`config.mk`:
```
export PLATFORM = sky130hd
export DESIGN_NAME = vnc_pool_ctrl
export DESIGN_NICKNAME = d
export VERILOG_FILES = /design/src/rtl/vnc_pool_ctrl.sv
export SDC_FILE = /design/constraint.sdc
export NUM_CORES = 1
export LEC_CHECK = 0
export CAP_MARGIN = 20
export CORE_MARGIN = 2
export CORE_UTILIZATION = 36
export CTS_CLUSTER_SIZE = 40
export DETAILED_ROUTE_END_ITERATION = 12
export PLACE_DENSITY_LB_ADDON = 0.08
export RECOVER_POWER = 100
export REMOVE_ABC_BUFFERS = 1
export SYNTH_ARGS = -nofsm -noshare
export SYNTH_HDL_FRONTEND = slang
export SYNTH_SLANG_ARGS = --single-unit
```
`constraint.sdc`:
```
create_clock -name clk -period 2.8 [get_ports clk]
set_clock_uncertainty 0.05 [all_clocks]
set_input_delay 0.56 -clock clk [delete_from_list [all_inputs] [get_ports clk]]
set_output_delay 0.56 -clock clk [all_outputs]
set_load 0.005 [all_outputs]
```
`src/rtl/vnc_pool_ctrl.sv`:
```
// Round-robin scheduler sharing one von Neumann debiaser across NSRC raw sources,
// packing accepted bits into WORD_W-bit words. Define VNC_POOL_HEALTH_EN for repetition-count health tests.
module vnc_pool_ctrl #(
  parameter int NSRC      = 4,
  parameter int WORD_W    = 32,
  parameter int REP_LIMIT = 31,
  parameter int CNT_W     = 16
) (
  input  logic                    clk,
  input  logic                    rstn,
  input  logic                    enable,
  input  logic [NSRC-1:0]         src_bits,
  input  logic [NSRC-1:0]         src_mask,
  output logic [WORD_W-1:0]       word_data,
  output logic                    word_valid,
  input  logic                    word_ready,
  output logic                    busy,
  output logic [CNT_W-1:0]        discard_cnt,
  output logic                    fail,
  output logic [$clog2(NSRC)-1:0] fail_src
);

  localparam int IDX_W = $clog2(NSRC);
  localparam int BIT_W = $clog2(WORD_W + 1);
  localparam int POS_W = $clog2(WORD_W);
  localparam int REP_W = $clog2(REP_LIMIT + 1);

  if (NSRC < 2 || NSRC > 16 || WORD_W < 8 || WORD_W > 64 || REP_LIMIT < 1 || REP_W < 1) begin : g_bad_params
    $error("vnc_pool_ctrl: parameter out of range");
  end

`ifdef VNC_POOL_HEALTH_EN
  typedef enum logic [2:0] {S_IDLE, S_FIRST, S_SECOND, S_HOLD, S_FAIL} state_e;
`else
  typedef enum logic [2:0] {S_IDLE, S_FIRST, S_SECOND, S_HOLD} state_e;
`endif

  state_e             state_q, state_d;
  logic [IDX_W-1:0]   cur_q, cur_d;
  logic [BIT_W-1:0]   cnt_q, cnt_d;
  logic               b0_q, b0_d;
  logic [WORD_W-1:0]  word_q, word_d;
  logic [CNT_W-1:0]   disc_q, disc_d;
  logic               cur_bit;
  logic               run_ok;
  logic [POS_W-1:0]   pos;

  // First eligible source scanning upward from 'from' (inclusive or exclusive), wrapping.
  function automatic logic [IDX_W-1:0] pick_src(input logic [NSRC-1:0] mask,
                                                input logic [IDX_W-1:0] from,
                                                input logic             incl);
    logic [IDX_W-1:0] res;
    logic [IDX_W-1:0] idx;
    logic             found;
    res   = '0;
    found = 1'b0;
    for (int k = 0; k < NSRC; k++) begin
      idx = IDX_W'((int'(from) + k + (incl ? 0 : 1)) % NSRC);
      if (!found && mask[idx]) begin
        res   = idx;
        found = 1'b1;
      end
    end
    return res;
  endfunction

  assign cur_bit = src_bits[cur_q];
  assign run_ok  = enable && (src_mask != '0);
  assign pos     = cnt_q[POS_W-1:0];

`ifdef VNC_POOL_HEALTH_EN
  logic [REP_W-1:0] rep_q [NSRC];
  logic [REP_W-1:0] rep_d [NSRC];
  logic [NSRC-1:0]  last_q, last_d;
  logic [IDX_W-1:0] fail_src_q, fail_src_d;
  logic             rep_hit;
`endif

  always_comb begin
    // NOTE: every signal written here gets a default first so no path can infer a latch.
    state_d = state_q;
    cur_d   = cur_q;
    cnt_d   = cnt_q;
    b0_d    = b0_q;
    word_d  = word_q;
    disc_d  = disc_q;
    case (state_q)
      S_IDLE: begin
        cnt_d = '0;
        if (run_ok) begin
          cur_d   = pick_src(src_mask, '0, 1'b1);
          state_d = S_FIRST;
        end
      end
      S_FIRST: begin
        b0_d    = cur_bit;
        state_d = S_SECOND;
      end
      S_SECOND: begin
        if (b0_q != cur_bit) begin
          word_d[pos] = b0_q;
          cnt_d       = cnt_q + 1'b1;
        end else if (disc_q != '1) begin
          disc_d = disc_q + 1'b1;
        end
        cur_d = pick_src(src_mask, cur_q, 1'b0);
        if (cnt_d == BIT_W'(WORD_W)) begin
          state_d = S_HOLD;
        end else if (!run_ok) begin
          state_d = S_IDLE;
          cnt_d   = '0;
        end else begin
          state_d = S_FIRST;
        end
      end
      S_HOLD: begin
        if (word_ready) begin
          cnt_d = '0;
          if (run_ok) begin
            // Mask may have changed while the word was held; revalidate cur.
            cur_d   = pick_src(src_mask, cur_q, 1'b1);
            state_d = S_FIRST;
          end else begin
            state_d = S_IDLE;
          end
        end
      end
`ifdef VNC_POOL_HEALTH_EN
      S_FAIL: state_d = S_FAIL;
`endif
      default: state_d = S_IDLE;
    endcase

`ifdef VNC_POOL_HEALTH_EN
    rep_d      = rep_q;
    last_d     = last_q;
    fail_src_d = fail_src_q;
    rep_hit    = 1'b0;
    if (state_q == S_FIRST || state_q == S_SECOND) begin
      last_d[cur_q] = cur_bit;
      if (rep_q[cur_q] != '0 && last_q[cur_q] == cur_bit) begin
        if (rep_q[cur_q] != REP_W'(REP_LIMIT)) rep_d[cur_q] = rep_q[cur_q] + 1'b1;
      end else begin
        rep_d[cur_q] = REP_W'(1);
      end
      rep_hit = (rep_d[cur_q] == REP_W'(REP_LIMIT));
    end
    // A health failure overrides any word completion in the same cycle.
    if (rep_hit) begin
      state_d    = S_FAIL;
      fail_src_d = cur_q;
      cnt_d      = '0;
    end
`endif
  end

  always_ff @(posedge clk or negedge rstn) begin
    // NOTE: state registers use non-blocking assignments so all flops update from pre-edge values.
    if (!rstn) begin
      state_q <= S_IDLE;
      cur_q   <= '0;
      cnt_q   <= '0;
      b0_q    <= 1'b0;
      word_q  <= '0;
      disc_q  <= '0;
    end else begin
      state_q <= state_d;
      cur_q   <= cur_d;
      cnt_q   <= cnt_d;
      b0_q    <= b0_d;
      word_q  <= word_d;
      disc_q  <= disc_d;
    end
  end

`ifdef VNC_POOL_HEALTH_EN
  always_ff @(posedge clk or negedge rstn) begin
    // NOTE: the counter array is small and must start from a known state, so it is reset like plain flops.
    if (!rstn) begin
      for (int i = 0; i < NSRC; i++) rep_q[i] <= '0;
      last_q     <= '0;
      fail_src_q <= '0;
    end else begin
      rep_q      <= rep_d;
      last_q     <= last_d;
      fail_src_q <= fail_src_d;
    end
  end

  assign fail     = (state_q == S_FAIL);
  assign fail_src = fail_src_q;
`else
  assign fail     = 1'b0;
  assign fail_src = '0;
`endif

  assign word_data   = word_q;
  assign word_valid  = (state_q == S_HOLD);
  assign busy        = (state_q == S_FIRST) || (state_q == S_SECOND) || (state_q == S_HOLD);
  assign discard_cnt = disc_q;

endmodule

```
======== Word level (Yosys, flattened, before mapping) ========
Cells that the tools add are included.
storage, ports and cells
  register bits ........................... 60
  input bits .............................. 12
  output and inout port bits .............. 53
  word-level logic and storage cells ...... 136
cells by class
  $add $sub $neg .......................... 8
  $lt $le $gt $ge ......................... 9
  eq/ne operators ......................... 10
  muxes and demuxes ....................... 72
  bitwise gates (word level) .............. 1
  reductions and logical operators ........ 30
operators by type and width
  kind                     number
  $mux W1                  38
  $bwmux W32               1
  $mux W6                  5
  $mux W2                  14
  $lt A2 B3 Y1 const B     7
  $pmux W6 S3              1
  $add A16 B1 Y16 const B  1
  $bmux W1 S2              8
  $ne A16 B16 Y1 const B   1
  $pmux W3 S4              1
  $logic_and A1 B1 Y1      11
  $add A2 B2 Y2 const B    5
  $logic_not A1 Y1         9
  $add A6 B1 Y6 const B    1
  $eq A3 B2 Y1 const B     2
  $eq A6 B6 Y1 const B     1
  $lt A5 B6 Y1 const B     1
  $mux W3                  2
  $pmux W2 S3              1
  $reduce_and A2 Y1        3
  $demux W1 S5             1
  $ge A5 B1 Y1 const B     1
  $ne A5 B2 Y1 const B     1
  $reduce_and A5 Y1        1
  other kinds (11)         13

======== Depth between registers and ports, before layout ========
Gate-level depths: netlist of run 1.
  depth in word-level cells ............... 24
  depth in mapped cells ................... 8
  mapped depth without buffers ............ 7

======== Worst setup path before layout of run 1 ========
OpenSTA, ideal clock, no wires.
  path kind ............................... input -> register
  from .................................... input port src_bits[2]
  to ...................................... register word_q[12], in the netlist word_data[12]
  library setup time ...................... 0.125 ns
  data arrival time ....................... 1.914 ns
  required time ........................... 2.625 ns
  setup slack ............................. 0.711 ns
  stages .................................. 7
  buffers on the path ..................... 0
  cell sequence ........................... mux2i_1 > xor2_1 > mux2_4 > nor2_2 > nand2_1 > nor2_1 > mux2_2
on the way
  cells in the longest elaborated chain, start to end .. 4
RTL lines
  what                           RTL line  text
  from (decl)                    12        input logic [NSRC-1:0] src_bits,
  $bmux W1 S2                    67        assign cur_bit = src_bits[cur_q];
  $mux W1 (not written as such)  67
  $ne A1 B1 Y1                   100       if (b0_q != cur_bit) begin
  $reduce_and A2 Y1 (no line)    -
  to (signal assigned)           171       word_q <= word_d;
  to (decl)                      42        logic [WORD_W-1:0] word_q, word_d;
Every way passes these cells. The select of a mux whose other input is x is not followed.
A chain may end at the register's enable or synchronous reset.

======== Final worst setup path of run 1 ========
  from .................................... input port src_bits[3]
  to ...................................... register word_q[8], in the netlist word_data[8]
The elaborated chain is that of the path after synthesis.

==> results of run 1 <==
-- synthesized netlist by cell type, drive strengths merged --
cell type  count
a21boi         1
a21oi          8
a221oi         1
a22o           1
a22oi          2
a31oi          2
and2           6
and2b          1
and3           6
and4           1
buf            5
clkbuf        12
conb           1
dfrtp         59
ha             5
inv            7
mux2          35
mux2i          5
mux4           1
nand2         29
nand2b         3
nand3         14
nand3b         3
nand4          3
nor2          46
nor2b          2
nor3           3
nor4           3
o211ai         2
o21a           2
o21ai         15
o22ai          3
o311a          1
o41a           1
or2            1
or3            1
or3b           2
xnor2         15
xor2           6
-- through the flow --
stage	cell area (um^2)	setup slack (ns)	total power, W
after floorplan	3080	0.625	0.00148
after global placement	3880	0.0455	0.00181
after detailed placement	3880	0.0174	0.00182
after CTS	4070	0.375	0.00260
after global routing	4030	0.135	0.00268
final	4030	0.354	0.00251
-- power groups by stage --
stage               Combinational (W)  Sequential (W)  Clock [W]
floorplan                    0.000402         0.00108          0
global placement             0.000757         0.00105          0
detailed placement           0.000759         0.00106          0
CTS                          0.000762         0.00104   0.000792
global route                 0.000795         0.00106   0.000834
finish                       0.000705         0.00104   0.000762
-- state kept, by name, summed over array words and instances, names as in the netlist --
name	count
word_data	32
discard_cnt	16
cnt_q	6
cur_q	2
state_q	2
b0_q	1
-- logic make-up after synthesis --
logic type               Yosys count
AND/OR/NAND/NOR                  124
flip-flops                        59
multiplexers                      41
AO/OA/AOI/OAI                     39
buffers and inverters             24
XOR/XNOR                          21
adder cells (fa/ha/maj)            5
other                              1
-- per-layer routing --
layer	vias to the layer above	routed length, um	global-route usage, %
met5	-	0	0
met4	0	98	6.20
met3	9	348	4.53
met2	56	3030	23.0
met1	1157	3480	21.0
li1	1206	-	-
-- cell type report --
| cell class | instances | share of cell area (%) |
|---|---|---|
| Clock buffer | 11 | 3.50 |
| Multi-Input combinational cell | 233 | 38.5 |
| Clock inverter | 5 | 1.30 |
| Timing Repair Buffer | 67 | 16.1 |
| Inverter | 7 | 0.651 |
| Sequential cell | 59 | 36.6 |
| Tap cell | 108 | 3.35 |
-- final timing paths --
kind,startpoint,endpoint,slack (ns),cells past startpoint
max in group asynchronous,rstn,discard_cnt[0],1.21,2
worst min-delay path,word_data[26],word_data[26],0.43,1
min in group asynchronous,rstn,word_data[23],0.61,2
worst max-delay path,src_bits[3],word_data[8],0.35,8
worst min register to register,word_data[26],word_data[26],0.43,1
worst max register to register,cur_q[1],word_data[8],0.51,7
-- worst max-delay path, delay by kind of cell --
family | cells | cell delay [ns]
XOR/XNOR | 1 | 0.14
AND/OR/NAND/NOR | 3 | 0.63
multiplexers | 3 | 0.90
buffers and inverters | 1 | 0.40
==> qor.txt, run 1 <==
WL per Instance -> 14.2 um
CTS tree -> done
Vias in the first global route -> 2455
Cts bufs inserted -> 9
Rel. slew slack -> 2.29%
Seq/Total Area, Yosys -> 46.9%
Area contributors post-synth -> dfrtp_1, mux2_2, nor2_1, xnor2_1, nand2_1
Adder-Cell Fraction of Synth Area -> 1.99%
Simple-Gate Fraction of Synth Area -> 18.8%
Gate Count Post-Synth -> 314
Sinks on the clock net -> 59
Register area -> 1480 um^2
Fmax -> 409 MHz
Total congestion overflow -> 0
Worst Tran Pin Value -> 1.47 ns
Hold buffers post-CTS -> 0
Fraction of layout cells with a size suffix above 1 -> 15.4%
Share of the synthesized area in the top cell type -> 46.9%
Max-Cap Viols -> 0
Detail Route Antenna Nets -> 0
Final nets -> 394
Crit path DAT -> 2.62 ns
Post-Synth XOR/XNOR Area -> 5.84%
CTS root buf -> clkbuf_8
I/O Pins -> 65
Final setup violation count -> 0
DRT Wirelength -> 6.96 mm
CP Launch Type -> primary input
PD cells -> 621 nW/um^2
Cts repair resizes -> 0
Initial antenna violation count -> 0
Non-Filler Instances -> 490
Core Area -> 8590 um^2
Setup TNS -> 0 ns
RSZ-0062 raised after global routing -> false
Commonest cells after routing, fill and taps aside -> dfrtp_1, dlygate4sd3_1, nor2_1
Multiplexer share of the synthesized area -> 14.9%
Synth unique cells -> 47
Critical path type -> primary input to flip-flop
Fin crit share -> 87.4%
Reg clk slew, reported paths -> 0.07 ns
Die Width -> 97.5 um
Fillers -> 862
Via count -> 2428
Critical-path top delay cell -> clkdlybuf4s50_1
Power Internal -> 0.00167 W
Compound-cell area share of the yosys netlist -> 8.07%
Initial core utilization -> 36.6%
Num rows -> 34
Post-DP HPWL -> 4.79 mm
# DRC -> 0
Critical Path, Cell by Cell -> clkdlybuf4s50_1 -> mux2i_1 -> xor2_1 -> mux2_1 -> nor2_2 -> nand2_1 -> nor2_1 -> mux2_2
Mapped cell area -> 3150 um^2
Worst hold slack -> 0.430 ns
Area of the multi-input gates -> 1550 um^2
Die height -> 97.5 um
Yosys top cell by area -> dfrtp_1
Worst Path Max Fanout -> 8
Placer Congestion -> 0.777
Hold WC Path Type -> flip-flop to flip-flop
Largest net degree at the start of global routing -> 60
Mean post-synth cell area -> 10.0 um^2
Largest family of logic cells by synthesized area -> simple AND/OR/NAND/NOR gates
Iter 0 DRT Violations -> 77
# H-tree levels -> 3
Syn-to-layout area delta -> 28.1%
Peak supply drop -> 0.255 mV
First-pass GRT wire length -> 11.8 mm
Clock Power Share -> 30.4%
Max incr delay on CP -> 0.40 ns
Run status -> finished clean
P_leak -> 1.88 nW
Die area -> 9510 um^2
DR pass1 iterations -> 4
Final hold vios -> 0
GRT Util Overall -> 15.4%
Minimum clock period -> 2.45 ns
Final core utilization -> 46.9%
Yosys warnings -> 0
Sw Share -> 33.4%
DR vias/cell -> 4.96
Logic pwr share -> 28.2%
#FFs+latches synth -> 59
Req. time, crit path -> 2.97 ns
Final Max Tran Viols -> 0
Clock Latency Late Sink -> 0.34 ns
Buffer levels on the longest clock path -> 2
Placed insts -> 474
Flop pwr share -> 41.4%
N_diodes -> 0
Port Buffers -> 61
Sw Pwr -> 0.000836 W
Most common cell after layout, fill and taps aside -> dfrtp_1
Crit end category -> flip-flop
# Post-CTS Setup Buffers -> 0
No activity file was read; power rests on OpenSTA's default activity.
==> run 2, diff against run 1 <==
- CORE_UTILIZATION: 36 -> 38
==> run 2 against run 1 <==
  * The run now ends with max-capacitance violations left
  * Non-clock buffer count up 1
  * Clock power up 0.7%
  * Power up 0.13%
  * Final cell count down 0.41%
  * Global-route usage up 1.5 points
  * First-iteration DRC count up 48%
  * Cell area up 0.12%
  * Largest cell class unchanged
  * Highest routed layer unchanged
==> qor.txt, run 2 (synthesis results as in run 1) <==
Max-Cap Viols -> 1
Run status -> finished, violations left
Non-Filler Instances -> 488
Num rows -> 33
Worst hold slack -> 0.431 ns
# H-tree levels -> 3
Peak supply drop -> 0.359 mV
Detail Route Antenna Nets -> 0
Die area -> 9030 um^2
Critical-path top delay cell -> clkdlybuf4s50_1
Crit path DAT -> 2.65 ns
Failing checks -> max-capacitance violations
Most common cell after layout, fill and taps aside -> dfrtp_1
Sw Share -> 33.4%
Rel. slew slack -> 0.299%
Final core utilization -> 49.7%
CP Launch Type -> primary input
Via count -> 2423
First-pass GRT wire length -> 11.8 mm
Req. time, crit path -> 2.97 ns
Die height -> 95.0 um
P_leak -> 1.88 nW
CTS tree -> done
Power Internal -> 0.00167 W
Flop pwr share -> 41.3%
Reg clk slew, reported paths -> 0.07 ns
Buffer levels on the longest clock path -> 2
Sw Pwr -> 0.000838 W
Fillers -> 814
Cts bufs inserted -> 9
Total congestion overflow -> 0
Post-DP HPWL -> 4.73 mm
Max incr delay on CP -> 0.39 ns
Initial core utilization -> 38.7%
WL per Instance -> 14.2 um
Worst Tran Pin Value -> 1.50 ns
Worst Path Max Fanout -> 6
# Post-CTS Setup Buffers -> 0
Clock Latency Late Sink -> 0.33 ns
Die Width -> 95.0 um
Logic pwr share -> 28.1%
Placed insts -> 472
Core Area -> 8130 um^2
Largest net degree at the start of global routing -> 60
Vias in the first global route -> 2373
Final setup violation count -> 0
Final hold vios -> 0
DR pass1 iterations -> 4
I/O Pins -> 65
Crit end category -> flip-flop
N_diodes -> 0
DRT Wirelength -> 6.95 mm
Fin crit share -> 88.6%
Iter 0 DRT Violations -> 114
Syn-to-layout area delta -> 28.3%
Max reg flops -> 32
Final Total Pwr -> 0.00251 W
Area of the multi-input gates -> 1560 um^2
Hold buffers post-CTS -> 0
Cts repair resizes -> 0
Commonest cells after routing, fill and taps aside -> dfrtp_1, dlygate4sd3_1, nor2_1
Sinks on the clock net -> 59
Critical Path, Cell by Cell -> clkdlybuf4s50_1 -> mux2i_1 -> xor2_1 -> mux2_1 -> buf_4 -> and4_1 -> o211ai_1 -> nand3_1 -> and2_0
RSZ-0062 raised after global routing -> false
CTS root buf -> clkbuf_8
Fraction of layout cells with a size suffix above 1 -> 15.7%
Hold WC Path Type -> flip-flop to flip-flop
Clock Power Share -> 30.6%
GRT Util Overall -> 16.9%
Initial antenna violation count -> 0
Minimum clock period -> 2.48 ns
Setup TNS -> 0 ns
Critical path type -> primary input to flip-flop
Final Max Tran Viols -> 0
Cell family with most CP delay -> buffers and inverters
Final nets -> 395
Register area -> 1480 um^2
PD cells -> 621 nW/um^2
Fmax -> 403 MHz
CP Buf/Inv Count -> 2
DR vias/cell -> 4.97
# DRC -> 0
Placer Congestion -> 0.839
Port Buffers -> 61
==> run 2: per-stage QoR <==
step                cell area, um^2  setup slack [ns]
global route                   4040             0.149
floorplan                      3080             0.625
detailed placement             3870            0.0312
finish                         4040             0.318
CTS                            4060             0.413
global placement               3870            0.0476
==> run 2: power by group through the flow <==
stage / registers [W] / clock network [W] / logic [W]
after floorplan: 0.00108 / 0 / 0.000402
after global placement: 0.00106 / 0 / 0.000750
after detailed placement: 0.00106 / 0 / 0.000750
after CTS: 0.00104 / 0.000788 / 0.000754
after global routing: 0.00106 / 0.000839 / 0.000796
final: 0.00104 / 0.000767 / 0.000704
==> run 2: layout make-up <==
| type | count | area share (%) |
|---|---|---|
| multi-input cells | 233 | 38.5 |
| flip-flops and latches | 59 | 36.6 |
| repair buffers | 68 | 16.2 |
| clock buffers | 11 | 3.50 |
| well taps | 105 | 3.25 |
| clock inverters | 5 | 1.30 |
| inverters | 7 | 0.651 |
==> run 2: worst paths after layout <==
kind / from / end / slack [ns] / cells past startpoint
min in group asynchronous: rstn / discard_cnt[2] / 0.60 / 2
worst min-delay path: word_data[26] / word_data[26] / 0.43 / 1
max in group asynchronous: rstn / cnt_q[4] / 1.18 / 2
worst min register to register: word_data[26] / word_data[26] / 0.43 / 1
worst max register to register: cur_q[1] / cnt_q[2] / 0.48 / 8
worst max-delay path: src_bits[3] / cnt_q[2] / 0.32 / 9
==> run 2: routing by layer <==
metal	GRT usage [%]	share of wire [%]	vias up
li1	-	-	1197
met1	24.9	51	1168
met2	23.8	43	50
met3	4.27	4.0	8
met4	6.16	1.4	0
met5	0	0	-
==> run 3, diff against run 2 <==
- CORE_ASPECT_RATIO: default -> 0.5
==> run 3 against run 2 <==
  * The run now ends clean
  * Combinational power shrank 1%
  * Worst hold slack lost 0.0038 ns
  * Non-clock buffer count shrank 1
  * First-iteration DRC count grew 7.9%
  * Largest cell class unchanged
==> qor.txt, run 3 (synthesis results as in run 1) <==
Final hold vios -> 0
Max-Cap Viols -> 0
Post-DP HPWL -> 5.24 mm
Initial core utilization -> 39.2%
First-pass GRT wire length -> 12.5 mm
Hold WC Path Type -> flip-flop to flip-flop
Critical path type -> flip-flop to flip-flop
Fin worst setup slack -> 0.291 ns
Final setup violation count -> 0
# Post-CTS Setup Buffers -> 0
Total congestion overflow -> 0
DR vias/cell -> 5.06
Die height -> 68.4 um
N_diodes -> 0
Cts bufs inserted -> 9
Worst flop-to-flop path startpoint -> cur_q[1]
DR pass1 iterations -> 4
Minimum clock period -> 2.51 ns
Crit path DAT -> 2.66 ns
GRT Util Overall -> 17.7%
# DRC -> 0
Req. time, crit path -> 2.95 ns
Fmax -> 399 MHz
Area of the multi-input gates -> 1560 um^2
Sinks on the clock net -> 59
WL per Instance -> 14.8 um
Run status -> finished clean
Hold buffers post-CTS -> 0
Crit end category -> flip-flop
Fin crit share -> 89.6%
PD cells -> 699 nW/um^2
Cts repair resizes -> 0
Detail Route Antenna Nets -> 0
DRT Wirelength -> 7.31 mm
Most common cell after layout, fill and taps aside -> dfrtp_1
Worst Tran Pin Value -> 1.36 ns
Via count -> 2499
Core Area -> 8030 um^2
Final nets -> 394
CTS root buf -> clkbuf_16
# H-tree levels -> 3
Initial antenna violation count -> 0
Num rows -> 23
Clock Latency Late Sink -> 0.32 ns
Setup TNS -> 0 ns
Final core utilization -> 51.8%
Peak supply drop -> 0.420 mV
RSZ-0062 raised after global routing -> false
Worst hold slack -> 0.427 ns
Placer Congestion -> 0.749
I/O Pins -> 65
Crit. Startpoint -> cur_q[1]
Final Total Pwr -> 0.00291 W
CP Launch Type -> flip-flop
Hold path start -> discard_cnt[13]
P_leak -> 1.93 nW
CTS tree -> done
Port Buffers -> 61
Register area -> 1480 um^2
Final Max Tran Viols -> 0
Reg clk slew, reported paths -> 0.05 ns
Fillers -> 722
Buffer levels on the longest clock path -> 2
Die Width -> 133 um
Syn-to-layout area delta -> 32.1%
Register-to-register path setup slack -> 0.29 ns
Die area -> 9070 um^2
Fraction of layout cells with a size suffix above 1 -> 14.7%
Iter 0 DRT Violations -> 123
Max reg flops -> 32
Vias in the first global route -> 2570
Pre-CTS WS -> 0.0507 ns
Largest net degree at the start of global routing -> 33
Worst Path Max Fanout -> 12
Rel. slew slack -> 9.43%
Commonest cells after routing, fill and taps aside -> dfrtp_1, dlygate4sd3_1, nor2_1
run 3: cell count changes in the layout (fill, tap and decap cells not counted), sizes merged:
cell / delta
bufinv: +1
buf: -3
clkbuf: +2
clkinv: -1
run 3: power breakdown:
| group | internal (W) | total, W | switching, W |
|---|---|---|---|
| sequential | 0.000926 | 0.00107 | 0.000143 |
| combinational | 0.000322 | 0.000697 | 0.000375 |
| clock | 0.000775 | 0.00114 | 0.000366 |
| total | 0.00202 | 0.00291 | 0.000884 |
run 3: metrics by stage:
stage          instances  instance area, um^2
3_3_place_gp         478                 3870
2_1_floorplan        299                 3080
4_1_cts              494                 4180
6_report             494                 4160
5_1_grt              494                 4160
3_5_place_dp         478                 3870
run 3: critical path: stages (launching register included):
cell and delay, ns:
dfrtp_1 0.64, mux2i_1 0.31, xor2_1 0.13, mux2_4 0.29, nor2_2 0.14, nand2_1 0.28
nor2_1 0.21, mux2_2 0.34
run 3: layer usage:
layer / share of wire [%] / GRT usage [%] / vias up
met3: 3.9 / 5.26 / 8
met5: 0 / 0 / -
met1: 50 / 22.5 / 1228
met2: 46 / 29.8 / 57
met4: 0.79 / 5.38 / 0
li1: - / - / 1206
run 3: area by class of cell:
type / instances / share of cell area, %
Inverter: 7 / 0.632
Timing Repair Buffer: 67 / 15.4
Clock inverter: 5 / 1.87
Tap cell: 112 / 3.37
Sequential cell: 59 / 35.5
Clock buffer: 11 / 5.60
Multi-Input combinational cell: 233 / 37.6
run 3: worst paths after layout:
kind | depth (start not counted) | end
min in group asynchronous | 1 | discard_cnt[5]
min | 1 | discard_cnt[13]
max | 7 | word_data[4]
max in group asynchronous | 2 | word_data[12]
min reg2reg | 1 | discard_cnt[13]
max reg2reg | 7 | word_data[4]
